<file path="src/rtl/ariane_soc_pkg.sv">
// ariane_soc: shared SoC address-map package.
// Holds the ExtIO slot window, the five I/O peripheral windows, and the
// target index encoding used by the ExtIO request demultiplexer and its
// address decoder. NumExtIO counts the real targets; ExtIOErrIdx is the
// extra index used for the internal error responder.
package ariane_soc;

    localparam int unsigned NumExtIO    = 5;
    localparam int unsigned ExtIOErrIdx = 5;

    // Target index order on the demux output vectors.
    typedef enum logic [2:0] {
        GPIO     = 3'd0,
        Ethernet = 3'd1,
        SPI      = 3'd2,
        UART     = 3'd3,
        BOOT     = 3'd4
    } axi_extio_t;

    localparam logic [63:0] ExtIOBase      = 64'h0000_0000_4000_0000;
    localparam logic [63:0] ExtIOLength    = 64'h0000_0000_1000_0000;

    localparam logic [63:0] BOOTBase       = 64'h0000_0000_4000_0000;
    localparam logic [63:0] BOOTLength     = 64'h0000_0000_0001_0000;
    localparam logic [63:0] UARTBase       = 64'h0000_0000_4100_0000;
    localparam logic [63:0] UARTLength     = 64'h0000_0000_0001_0000;
    localparam logic [63:0] SPIBase        = 64'h0000_0000_4200_0000;
    localparam logic [63:0] SPILength      = 64'h0000_0000_0001_0000;
    localparam logic [63:0] EthernetBase   = 64'h0000_0000_4300_0000;
    localparam logic [63:0] EthernetLength = 64'h0000_0000_0001_0000;
    localparam logic [63:0] GPIOBase       = 64'h0000_0000_4400_0000;
    localparam logic [63:0] GPIOLength     = 64'h0000_0000_0001_0000;

    // Start addresses of the I/O bus peripherals, in map order.
    typedef enum logic [63:0] {
        BOOTStart     = 64'h0000_0000_4000_0000,
        UARTStart     = 64'h0000_0000_4100_0000,
        SPIStart      = 64'h0000_0000_4200_0000,
        EthernetStart = 64'h0000_0000_4300_0000,
        GPIOStart     = 64'h0000_0000_4400_0000
    } soc_iobus_start_t;

endpackage

</file>
<file path="src/rtl/extio_req_demux_addr_decode.sv">
// extio_addr_decode: combinational address-to-target-index decoder.
// Ports:
//   addr  in  AddrWidth  request address
//   idx   out 3          target index (axi_extio_t), or ExtIOErrIdx on no hit
module extio_addr_decode
    import ariane_soc::*;
#(
    parameter int unsigned AddrWidth = 64
) (
    input  logic [AddrWidth-1:0] addr,
    output logic [2:0]           idx
);

    // A window hits when the address, with its in-window offset masked off,
    // equals the window base. Lengths are powers of two.
    function automatic logic hit(input logic [AddrWidth-1:0] a,
                                 input logic [63:0]          base,
                                 input logic [63:0]          len);
        return (a & ~AddrWidth'(len - 64'd1)) == AddrWidth'(base);
    endfunction

    always_comb begin
        idx = 3'(ExtIOErrIdx);
        if (hit(addr, BOOTBase, BOOTLength))         idx = BOOT;
        if (hit(addr, UARTBase, UARTLength))         idx = UART;
        if (hit(addr, SPIBase, SPILength))           idx = SPI;
        if (hit(addr, EthernetBase, EthernetLength)) idx = Ethernet;
        if (hit(addr, GPIOBase, GPIOLength))         idx = GPIO;
    end

endmodule

</file>
<file path="src/rtl/extio_req_demux.sv">
// extio_req_demux: ExtIO request/response demultiplexer.
// Routes each upstream request to one of five peripheral targets (or an
// internal error responder for unmapped addresses) and returns responses
// in order by only allowing new requests to the target that already has
// responses pending.
// Ports:
//   clk_i, rst_ni                      clock, async active-low reset
//   req_valid_i/req_ready_o            upstream request handshake
//   req_addr_i/we_i/wdata_i/be_i       upstream request fields
//   rsp_valid_o/rsp_ready_i            upstream response handshake
//   rsp_rdata_o/rsp_err_o              upstream response fields
//   tgt_req_valid_o/tgt_req_ready_i    per-target request handshake
//   tgt_addr_o/we_o/wdata_o/be_o       broadcast request fields
//   tgt_rsp_valid_i/tgt_rsp_ready_o    per-target response handshake
//   tgt_rsp_rdata_i/tgt_rsp_err_i      per-target response fields
module extio_req_demux
    import ariane_soc::*;
#(
    parameter int unsigned MaxTrans  = 4,
    parameter int unsigned AddrWidth = 64,
    parameter int unsigned DataWidth = 64
) (
    input  logic                                clk_i,
    input  logic                                rst_ni,
    input  logic                                req_valid_i,
    output logic                                req_ready_o,
    input  logic [AddrWidth-1:0]                req_addr_i,
    input  logic                                req_we_i,
    input  logic [DataWidth-1:0]                req_wdata_i,
    input  logic [DataWidth/8-1:0]              req_be_i,
    output logic                                rsp_valid_o,
    input  logic                                rsp_ready_i,
    output logic [DataWidth-1:0]                rsp_rdata_o,
    output logic                                rsp_err_o,
    output logic [NumExtIO-1:0]                 tgt_req_valid_o,
    input  logic [NumExtIO-1:0]                 tgt_req_ready_i,
    output logic [AddrWidth-1:0]                tgt_addr_o,
    output logic                                tgt_we_o,
    output logic [DataWidth-1:0]                tgt_wdata_o,
    output logic [DataWidth/8-1:0]              tgt_be_o,
    input  logic [NumExtIO-1:0]                 tgt_rsp_valid_i,
    output logic [NumExtIO-1:0]                 tgt_rsp_ready_o,
    input  logic [NumExtIO-1:0][DataWidth-1:0]  tgt_rsp_rdata_i,
    input  logic [NumExtIO-1:0]                 tgt_rsp_err_i
);

    localparam int unsigned CntWidth = $clog2(MaxTrans + 1);
    localparam logic [2:0]  ErrIdx   = 3'(ExtIOErrIdx);

    localparam logic [0:0] IDLE = 1'b0;
    localparam logic [0:0] BUSY = 1'b1;

    logic [CntWidth-1:0] cnt_q;
    logic [2:0]          cur_q;
    logic [2:0]          dec;
    logic [0:0]          state;
    logic                stall;
    logic                dec_ready;
    logic                req_fire;
    logic                rsp_fire;

    extio_addr_decode #(
        .AddrWidth(AddrWidth)
    ) u_decode (
        .addr(req_addr_i),
        .idx (dec)
    );

    assign state = (cnt_q == '0) ? IDLE : BUSY;

    // Stall on the registered count only, so a full demux stays blocked even
    // when a response drains in the same cycle.
    assign stall = (cnt_q == CntWidth'(MaxTrans)) ||
                   ((state == BUSY) && (dec != cur_q));

    assign tgt_addr_o  = req_addr_i;
    assign tgt_we_o    = req_we_i;
    assign tgt_wdata_o = req_wdata_i;
    assign tgt_be_o    = req_be_i;

    always_comb begin
        tgt_req_valid_o = '0;
        dec_ready       = (dec == ErrIdx);
        for (int unsigned i = 0; i < NumExtIO; i++) begin
            if (dec == 3'(i)) begin
                tgt_req_valid_o[i] = req_valid_i & ~stall;
                dec_ready          = tgt_req_ready_i[i];
            end
        end
        req_ready_o = ~stall & dec_ready;
    end

    // The error responder answers every pending request, one per cycle.
    always_comb begin
        rsp_valid_o     = 1'b0;
        rsp_rdata_o     = '0;
        rsp_err_o       = 1'b0;
        tgt_rsp_ready_o = '0;
        if (state == BUSY) begin
            if (cur_q == ErrIdx) begin
                rsp_valid_o = 1'b1;
                rsp_err_o   = 1'b1;
            end else begin
                for (int unsigned i = 0; i < NumExtIO; i++) begin
                    if (cur_q == 3'(i)) begin
                        rsp_valid_o        = tgt_rsp_valid_i[i];
                        rsp_rdata_o        = tgt_rsp_rdata_i[i];
                        rsp_err_o          = tgt_rsp_err_i[i];
                        tgt_rsp_ready_o[i] = rsp_ready_i;
                    end
                end
            end
        end
    end

    assign req_fire = req_valid_i & req_ready_o;
    assign rsp_fire = rsp_valid_o & rsp_ready_i;

    always_ff @(posedge clk_i or negedge rst_ni) begin
        if (!rst_ni) begin
            cnt_q <= '0;
            cur_q <= '0;
        end else begin
            if (req_fire) begin
                cur_q <= dec;
            end
            if (req_fire && !rsp_fire) begin
                cnt_q <= cnt_q + CntWidth'(1);
            end else if (rsp_fire && !req_fire) begin
                cnt_q <= cnt_q - CntWidth'(1);
            end
        end
    end

endmodule
</file>
<file path="config.mk">
export PLATFORM = sky130hd
export DESIGN_NAME = extio_req_demux
export DESIGN_NICKNAME = d
export VERILOG_FILES = /design/src/rtl/ariane_soc_pkg.sv /design/src/rtl/extio_req_demux_addr_decode.sv /design/src/rtl/extio_req_demux.sv
export SDC_FILE = /design/constraint.sdc
export NUM_CORES = 1
export LEC_CHECK = 0
export BUFFER_PORTS_ARGS = -buffer_cell sky130_fd_sc_hd__buf_4
export CORE_AREA = 2 2 270 272
export DETAILED_ROUTE_END_ITERATION = 8
export DIE_AREA = 0 0 272 274
export SLEW_MARGIN = 10
export SYNTH_ARGS = -nofsm -noshare
export SYNTH_HDL_FRONTEND = slang
export SYNTH_SLANG_ARGS = --single-unit
</file>
<file path="constraint.sdc">
create_clock -name clk_i -period 3.75 [get_ports clk_i]
set_clock_uncertainty 0.15 [all_clocks]
set_input_delay 0.75 -clock clk_i [delete_from_list [all_inputs] [get_ports clk_i]]
set_output_delay 0.75 -clock clk_i [all_outputs]
set_load 0.02 [all_outputs]
</file>
==> results_dict.tcl, run 1 <==
set metrics [dict create \
    status "finished with violations" \
    violations "setup timing" \
    syn_nets 954 \
    setup_tns_ns -0.0284 \
    rsz0062_at_grt "yes" \
    htree_levels 1 \
    power.density_nw_per_um2 194 \
    period_needed_ns 3.77 \
    worstSetupPathType "input port to primary output" \
    area_growth_pct 105 \
    rows 99 \
    dieWidth_um 272 \
    fp.dieArea_um2 74500 \
    cp-end-kind "primary output" \
    vias 5516 \
    nets 1321 \
    synth-async-reset-ratio_pct 100 \
    grt_usage_pct 8.42 \
    synthTopCellsByArea "mux4_2 35%, buf_4 25%, a22oi_1 12%" \
    postSynthCellCount 476 \
    grt_remaining_overflow 0 \
    vdd_drop_max_uv 183 \
    hpwl_um 30700 \
    die_h_um 274 \
    clock-root-buffer "clkbuf_16" \
    clockBufferDepth 2 \
    crit_start "req_addr_i[41]" \
    port_buffers 511 \
    critPathLaunchType "input port" \
    report.power.total_mw 1.66 \
    tritoncts "built" \
    post-route-drc-count 0 \
    min_path_type "input port to asynchronous set/reset pin" \
    rr_startpoint "cnt_q[0]" \
    synth_area_um2 4180 \
    arrival_ns 2.87 \
    grt_first_pass_wirelength_um 43200 \
    fin_ws_ns -0.0154 \
    regArea_um2 158 \
    yosysUniqueCellTypes 41 \
    layout_commonest_cell "buf_4" \
    drv_slew 0 \
    period_share_pct 100 \
    cts-buffers-inserted 3 \
    cp.required_ns 2.85 \
    core_um2 72000 \
    worst_pin_slew_ns 0.490 \
    ant_nets 0 \
    hold_ws_ns 0.173 \
    ys_warn_count 0 \
    synth-edff-count 0 \
    fillers 8292 \
    worstSkewPairLatency_ns 0.23 \
    slew_headroom_pct 67.3 \
    cap_viol_max_count 0 \
    hold_viol 0 \
    fmax_mhz 266 \
    grt_max_degree 35 \
    drt-initial-drc-count 181 \
    wl_um 34200 \
    ios 690 \
    wire_per_inst_um 18.9 \
    yosysTopAreaCell "mux4_2" \
    vias_per_cell 3.05 \
    syn_area_per_cell_um2 8.78 \
    r2r_cells 11 \
    place_congestion 0.828 \
    final_cell_mix "523 x buf_4, 76 x nor2_1, 65 x mux4_2, 64 x a22oi_1, 11 x nand2_1" \
    cts_sinks 6 \
    clk_pin_slew_worst_paths_ns 0.04 \
    start_util_pct 5.81 \
    grt_antenna_before_repair 15 \
    setup-violations-final 2 \
    yosys_register_bits 6 \
    multi_input_area_um2 2930 \
    synth_top_area_share_pct 35.0 \
    p_leak_nw 3.53 \
    grt_pass1_vias 5527 \
    post-cts-setup-buffers 0 \
    yosysSeqAreaShare_pct 3.59 \
    cp_max_fo 3 \
    drtPass1Iterations 4 \
    ys.flop_type "dfrtp_1" \
    drive_gt1_share_pct 75.4 \
]
-- logic make-up after synthesis --
| logic type | after synthesis | share of synthesized area, % |
|---|---|---|
| adders and majority gates | 2 | 0.779 |
| AOI/OAI and AO/OA | 84 | 14.8 |
| DFF | 6 | 3.59 |
| and+or+nand+nor | 125 | 13.9 |
| buffers and inverters | 181 | 28.8 |
| xor gates and xnor gates | 5 | 1.05 |
| muxes | 73 | 37.1 |
-- power by group --
| part | leakage [nW] | switching [mW] | internal, mW | total, mW |
|---|---|---|---|---|
| Sequential | 0.0654 | 0.0355 | 0.0889 | 0.124 |
| Combinational | 3.43 | 0.694 | 0.659 | 1.35 |
| Clock | 0.0382 | 0.0387 | 0.141 | 0.180 |
-- synth_stat cells (5+ instances only) --
library cell / count
mux4_2: 65
nor3_1: 7
dfrtp_1: 6
clkbuf_1: 31
a22oi_1: 64
nor2_1: 81
o21ai_0: 5
nor4_1: 6
buf_4: 138
a21oi_1: 5
buf_1: 5
nand2_1: 11
-- through the flow --
step                      cell area, µm²  instances  util, %  setup slack [ns]
final                               8550       1807     11.9           -0.0154
after global routing                8550       1804     11.9            -0.118
after CTS                           8490       1801     11.8           -0.0560
after detailed placement            8330       1797     11.6            -0.209
after global placement              8330       1797     11.6            -0.151
after floorplan                     4180        476        -             0.157
-- routing by layer --
metal  routed length [µm]  vias up  track usage, %
met3                 5650       62            5.16
met2                15200      517            13.5
met5                  425        -            3.40
met1                11700     2519            8.81
li1                     -     2404               -
met4                 1220       14            2.89
-- area by class of cell --
| cell class | instances | share of cell area (%) |
|---|---|---|
| antenna | 6 | 0.176 |
| clock buffer | 4 | 0.921 |
| inverter | 4 | 0.190 |
| multi-input combinational | 289 | 34.3 |
| sequential | 6 | 1.84 |
| tap | 959 | 14.0 |
| timing repair buffer | 539 | 48.6 |
-- flip-flops by register name (all words and copies together), names as in the netlist --
name   flops
cnt_q      3
cur_q      3
-- final timing paths --
kind | to | slack (ns)
max | tgt_req_valid_o[1] | -0.02
min | cur_q[1] | 0.17
max reg2reg | cnt_q[2] | 0.83
min reg2reg | cnt_q[2] | 0.33
max in group asynchronous | cur_q[0] | 3.14
min in group clk_i | cnt_q[2] | 0.33
-- worst max-delay path, cell delays in order --
cell and delay (ns):
buf_8 0.10, nor4_4 0.27, nand4_1 0.17, buf_4 0.19
or3_4 0.36, or3_4 0.40, a211o_4 0.30, buf_6 0.13
nor2_4 0.07, buf_6 0.12
-- repair_timing --
item	in CTS	in global routing
gates resized for setup	19	10
endpoints found under the setup margin	5	8
pin swaps	11	5
hold buffers	0	0
Note: power is estimated with default switching activity, not from simulation.
==> run 2: changes to the inputs <==
ABC_AREA = 1   (was default)
CORE_AREA = 2 2 266 268   (was 2 2 270 272)
DIE_AREA = 0 0 268 270   (was 0 0 272 274)
==> run 2 against run 1 <==
Net effect: the flow now finishes without violations; synthesized cell count increased by 59%; critical path depth increased by 7; first-iteration DRC count increased by 20%; worst setup slack improved by 0.36 ns; non-clock buffer count decreased by 1; synthesized area increased by 6.4%; die area decreased by 2.9%; wire length decreased by 1.2%; critical endpoint is now req_ready_o.
==> results_dict.tcl, run 2 <==
set metrics [dict create \
    yosysTopAreaCell "buf_4" \
    grt_max_degree 68 \
    yosysSeqAreaShare_pct 3.38 \
    cp_max_fo 8 \
    cts_sinks 6 \
    vdd_drop_max_uv 319 \
    hold_viol 0 \
    intPower_mw 2.14 \
    synth-async-reset-ratio_pct 100 \
    vias 6849 \
    vias_per_cell 3.33 \
    synthTopCellsByArea "buf_4 23%, nand2_1 14%, a32oi_1 13%" \
    drive_gt1_share_pct 52.7 \
    fmax_mhz 293 \
    pwr-share-seq_pct 2.5 \
    grt_pass1_vias 6656 \
    synth_area_um2 4450 \
    clockBufferDepth 2 \
    fin_ws_ns 0.342 \
    worstSkewPairLatency_ns 0.23 \
    fin_cells 2055 \
    dieWidth_um 268 \
    ios 690 \
    yosys_register_bits 6 \
    cts-buffers-inserted 3 \
    grt_remaining_overflow 0 \
    grt_usage_pct 8.46 \
    synth-edff-count 0 \
    ctsHoldBuffers 0 \
    hpwl_um 28500 \
    fp.dieArea_um2 72400 \
    core_um2 69500 \
    place_congestion 0.788 \
    port_buffers 511 \
    tritoncts "built" \
    yosysUniqueCellTypes 37 \
    period_share_pct 90.9 \
    period_needed_ns 3.41 \
    worst_pin_slew_ns 0.762 \
    layout_commonest_cell "buf_4" \
    postSynthCellCount 758 \
    p_comb_share_pct 94.3 \
    nets 1587 \
    status "finished, final reports clean" \
    rows 97 \
    cp.required_ns 2.85 \
    wire_per_inst_um 16.5 \
    drtPass1Iterations 4 \
    clock-root-buffer "clkbuf_16" \
    p_leak_nw 4.00 \
    syn_area_per_cell_um2 5.87 \
    post-cts-setup-buffers 0 \
    start_util_pct 6.39 \
    slew_headroom_pct 49.0 \
    rsz0062_at_grt "no" \
    p_sw_share_pct 59.5 \
    drv_slew 0 \
    final_cell_mix "530 x buf_4, 169 x nand2_1, 101 x nor2_1, 65 x a32oi_1, 64 x nor3_1" \
    ys_warn_count 0 \
    die_h_um 270 \
    arrival_ns 2.51 \
    wl_um 33800 \
    setup_tns_ns 0 \
    cts_resized 0 \
    critPathLaunchType "input port" \
    ys.flop_type "dfrtp_1" \
    synth_most_common_cell "nand2_1" \
    post-route-drc-count 0 \
    synth_commonest_cells "171 x nand2_1, 137 x buf_4, 102 x nor2_1" \
    syn_nets 1236 \
    cap_viol_max_count 0 \
    clk_pin_slew_worst_paths_ns 0.03 \
    top_regs "cnt_q: 3 flops, cur_q: 3 flops" \
    p_clk_share_pct 3.2 \
    p_sw_mw 3.15 \
    ant_nets 0 \
    place_inst 2044 \
    cp-end-kind "primary output" \
    setup-violations-final 0 \
    drt-initial-drc-count 217 \
    min_path_type "input port to asynchronous set/reset pin" \
    grt_first_pass_wirelength_um 44400 \
    worstSetupPathType "input port to primary output" \
    power.density_nw_per_um2 613 \
    pre_cts_ws_ns 0.221 \
    grt_antenna_before_repair 10 \
    synth_top_area_share_pct 23.1 \
    area_growth_pct 94.1 \
    htree_levels 1 \
]
==> run 2: changes by cell type in the layout (fill, tap and decap cells not counted), moves of 25 or more <==
cell      delta
a211oi_1    +61
a32oi_1     +65
nor2_1      +25
nand2_1    +158
a22oi_1     -64
mux4_2      -65
nor3_1      +59
==> run 2: critical path, stage by stage <==
cell	delay, ns
buf_4	0.11
nor2_1	0.17
nand2_1	0.09
nor2_2	0.12
nand2_2	0.09
nor2_8	0.19
nand2_2	0.12
nand2_2	0.09
nor2_2	0.06
nand2_4	0.06
nand2_2	0.06
nor2_4	0.08
nand2_2	0.06
nand2_4	0.08
nand2_1	0.06
inv_1	0.13
buf_4	0.17
==> run 2: power groups by stage <==
stage / Clock (mW) / Combinational (mW) / Sequential, mW
2_1_floorplan: 0 / 2.78 / 0.120
3_3_place_gp: 0 / 5.06 / 0.133
3_5_place_dp: 0 / 5.05 / 0.133
4_1_cts: 0.173 / 5.06 / 0.133
5_1_grt: 0.178 / 5.36 / 0.139
6_report: 0.172 / 4.99 / 0.132
==> run 2: cells by family after synthesis <==
logic type | after synthesis | share of synthesized area [%]
buffers and inverters | 216 | 30.5
and+or+nand+nor | 390 | 39.2
AOI/OAI and AO/OA | 141 | 25.5
muxes | 1 | 0.253
xor gates and xnor gates | 2 | 0.394
DFF | 6 | 3.38
adders and majority gates | 2 | 0.732
==> run 2: final cells by class <==
type / instances / area (µm²)
well taps: 940 / 1180
inverters: 24 / 93.8
flip-flops and latches: 6 / 150
repair buffers: 538 / 4140
fillers: 8170 / 60900
multi-input cells: 536 / 2980
clock buffers: 3 / 75.1
diodes: 8 / 20.0
==> run 2: stage by stage <==
step | util, % | hold WS (ns) | area [µm²] | power [mW]
after global routing | 12.4 | 0.181 | 8620 | 5.67
final | 12.4 | 0.178 | 8630 | 5.29
after CTS | 12.4 | 0.179 | 8610 | 5.37
after global placement | 12.3 | 0.387 | 8540 | 5.19
after floorplan | - | 0.304 | 4450 | 2.89
after detailed placement | 12.3 | 0.384 | 8540 | 5.19
==> run 2: path summary, 6_finish.rpt <==
check / from / endpoint / slack, ns / depth (start not counted)
min reg2reg: cnt_q[2] / cnt_q[2] / 0.41 / 2
max in group asynchronous: rst_ni / cur_q[2] / 3.15 / 1
min in group clk_i: cnt_q[2] / cnt_q[2] / 0.41 / 2
max reg2reg: cur_q[0] / cnt_q[1] / 0.57 / 11
max: req_addr_i[57] / req_ready_o / 0.34 / 17
min: rst_ni / cnt_q[1] / 0.18 / 1
==> run 2: metal layers <==
layer / GRT usage, % / part of all wire [%]
met3: 3.09 / 10
met4: 5.69 / 7.3
met1: 9.04 / 39
met5: 0 / 0.15
met2: 13.9 / 44
==> run 3: changes to the inputs <==
CORE_AREA = 4 4 268 270   (was 2 2 266 268)
DIE_AREA = 0 0 272 274   (was 0 0 268 270)
==> run 3 against run 2 <==
Net effect: register-to-register slack improved by 0.02 ns; maximum frequency decreased by 4.3%; sequential share of layout area about the same; sequential cell count unchanged; final cell count increased by 0.24%; non-clock buffer count increased by 10; critical endpoint is now rsp_rdata_o[10].
==> results_dict.tcl, run 3 (same netlist as run 2, synthesis figures left out) <==
set metrics [dict create \
    vdd_drop_max_uv 274 \
    core_um2 69500 \
    grt_antenna_before_repair 6 \
    r2r_end "cnt_q[2]" \
    dieWidth_um 272 \
    p_leak_nw 4.05 \
    layout_commonest_cell "buf_4" \
    ctsHoldBuffers 0 \
    worstSetupPathType "flip-flop to primary output" \
    power.density_nw_per_um2 629 \
    die_h_um 274 \
    ant_nets 0 \
    htree_levels 1 \
    rsz0062_at_grt "no" \
    r2r_cells 12 \
    cpMostUsedCell "buf_4" \
    setup_tns_ns 0 \
    path_cells "inv_2 -> nor3_1 -> buf_4 -> inv_1 -> nand2_2 -> buf_12 -> nor3_1 -> buf_4 -> buf_4" \
    hpwl_um 30900 \
    fmax_mhz 281 \
    cts-buffers-inserted 3 \
    max_stage_delay_ns 0.72 \
    arrival_ns 2.66 \
    start_util_pct 6.39 \
    cap_viol_max_count 0 \
    final_cell_mix "540 x buf_4, 169 x nand2_1, 101 x nor2_1, 65 x a32oi_1, 64 x nor3_1" \
    top_regs "cnt_q: 3 flops, cur_q: 3 flops" \
    wl_um 36000 \
    status "finished, final reports clean" \
    grt_usage_pct 8.77 \
    reg2reg_setup_slack_ns 0.59 \
    clock-root-buffer "clkbuf_16" \
    setup-violations-final 0 \
    period_needed_ns 3.56 \
    cp.required_ns 2.85 \
    critPathLaunchType "flip-flop" \
    fin_util_pct 12.5 \
    grt_max_degree 57 \
    critPathBufInv 6 \
    cp-end-kind "primary output" \
    drv_slew 0 \
    drtPass1Iterations 4 \
    min_path_type "input port to asynchronous set/reset pin" \
    grt_first_pass_wirelength_um 47500 \
    fp.dieArea_um2 74500 \
    slowest_stage "dfrtp_1" \
    ios 690 \
    vias_per_cell 3.30 \
    period_share_pct 94.9 \
    rr_startpoint "cur_q[2]" \
    tritoncts "built" \
    rows 97 \
    post-route-drc-count 0 \
    area_growth_pct 95.4 \
    cts_sinks 6 \
    hold_viol 0 \
    wire_per_inst_um 17.5 \
    port_buffers 511 \
    clk_pin_slew_worst_paths_ns 0.03 \
    cp_max_fo 15 \
    grt_remaining_overflow 0 \
    slew_headroom_pct 59.8 \
    post-cts-setup-buffers 0 \
    drt-initial-drc-count 242 \
    worst_pin_slew_ns 0.602 \
    worstSkewPairLatency_ns 0.23 \
    clockBufferDepth 2 \
    place_congestion 0.851 \
    vias 6797 \
    drive_gt1_share_pct 53.1 \
    grt_pass1_vias 6771 \
    cts_resized 0 \
    nets 1597 \
    crit_family "buffers and inverters" \
]
-- run 3: cell types whose count changed in the layout (fill, tap and decap cells not counted), sizes merged --
cell / previous run / this run
buf: 538 / 548
clkinv: 3 / 1
diode: 8 / 3
inv: 21 / 23
-- run 3: how the worst max path moves through the flow --
| stage | from | to | slack (ns) | cells after the start |
|---|---|---|---|---|
| floorplan | req_addr_i[59] | cnt_q[2] | 0.62 | 21 |
| global placement | req_addr_i[37] | cnt_q[2] | 0.26 | 20 |
| detailed placement | req_addr_i[39] | cnt_q[2] | 0.22 | 22 |
| CTS | cur_q[2] | rsp_rdata_o[10] | 0.18 | 9 |
| global route | cur_q[0] | rsp_rdata_o[56] | 0.02 | 8 |
| finish | cur_q[2] | rsp_rdata_o[10] | 0.19 | 9 |
-- run 3: final cells by class --
type                       count  area [µm²]
antenna                        3        7.51
clock buffer                   3        75.1
fill                        8171       60900
inverter                      24        91.3
multi-input combinational    536        2970
sequential                     6         150
tap                          940        1180
timing repair buffer         548        4210
-- run 3: stage by stage --
stage               instances  setup WS, ns  total power, mW  hold slack (ns)  instance area, µm²
global placement         2054         0.255             5.35            0.383                8610
CTS                      2057         0.182             5.53            0.179                8680
detailed placement       2054         0.221             5.34            0.395                8610
global route             2058        0.0206             5.88            0.180                8680
floorplan                 758         0.618             2.89            0.304                4450
finish                   2060         0.191             5.47            0.178                8690
-- run 3: power breakdown --
part / total, mW / internal (mW) / switching, mW
clock network: 0.174 / 0.137 / 0.0368
registers: 0.158 / 0.0955 / 0.0620
logic: 5.14 / 1.98 / 3.16
total: 5.47 / 2.21 / 3.26
-- run 3: layer usage --
layer  GRT usage (%)  wire length (µm)  vias up
met5               0                41        -
li1                -                 -     3245
met1            9.71             13500     3019
met2            15.0             16900      445
met3            3.26              3900       82
met4            3.96              1720        6
-- run 3: worst register-to-register path, delay by kind of cell, from the launching register on --
family / cells / cell delay (ns)
buf+inv: 4 / 0.62
simple gates: 1 / 0.07
compound gates: 4 / 0.80
fa+ha+maj: 2 / 0.52
xor+xnor: 1 / 0.16
flops: 1 / 0.72
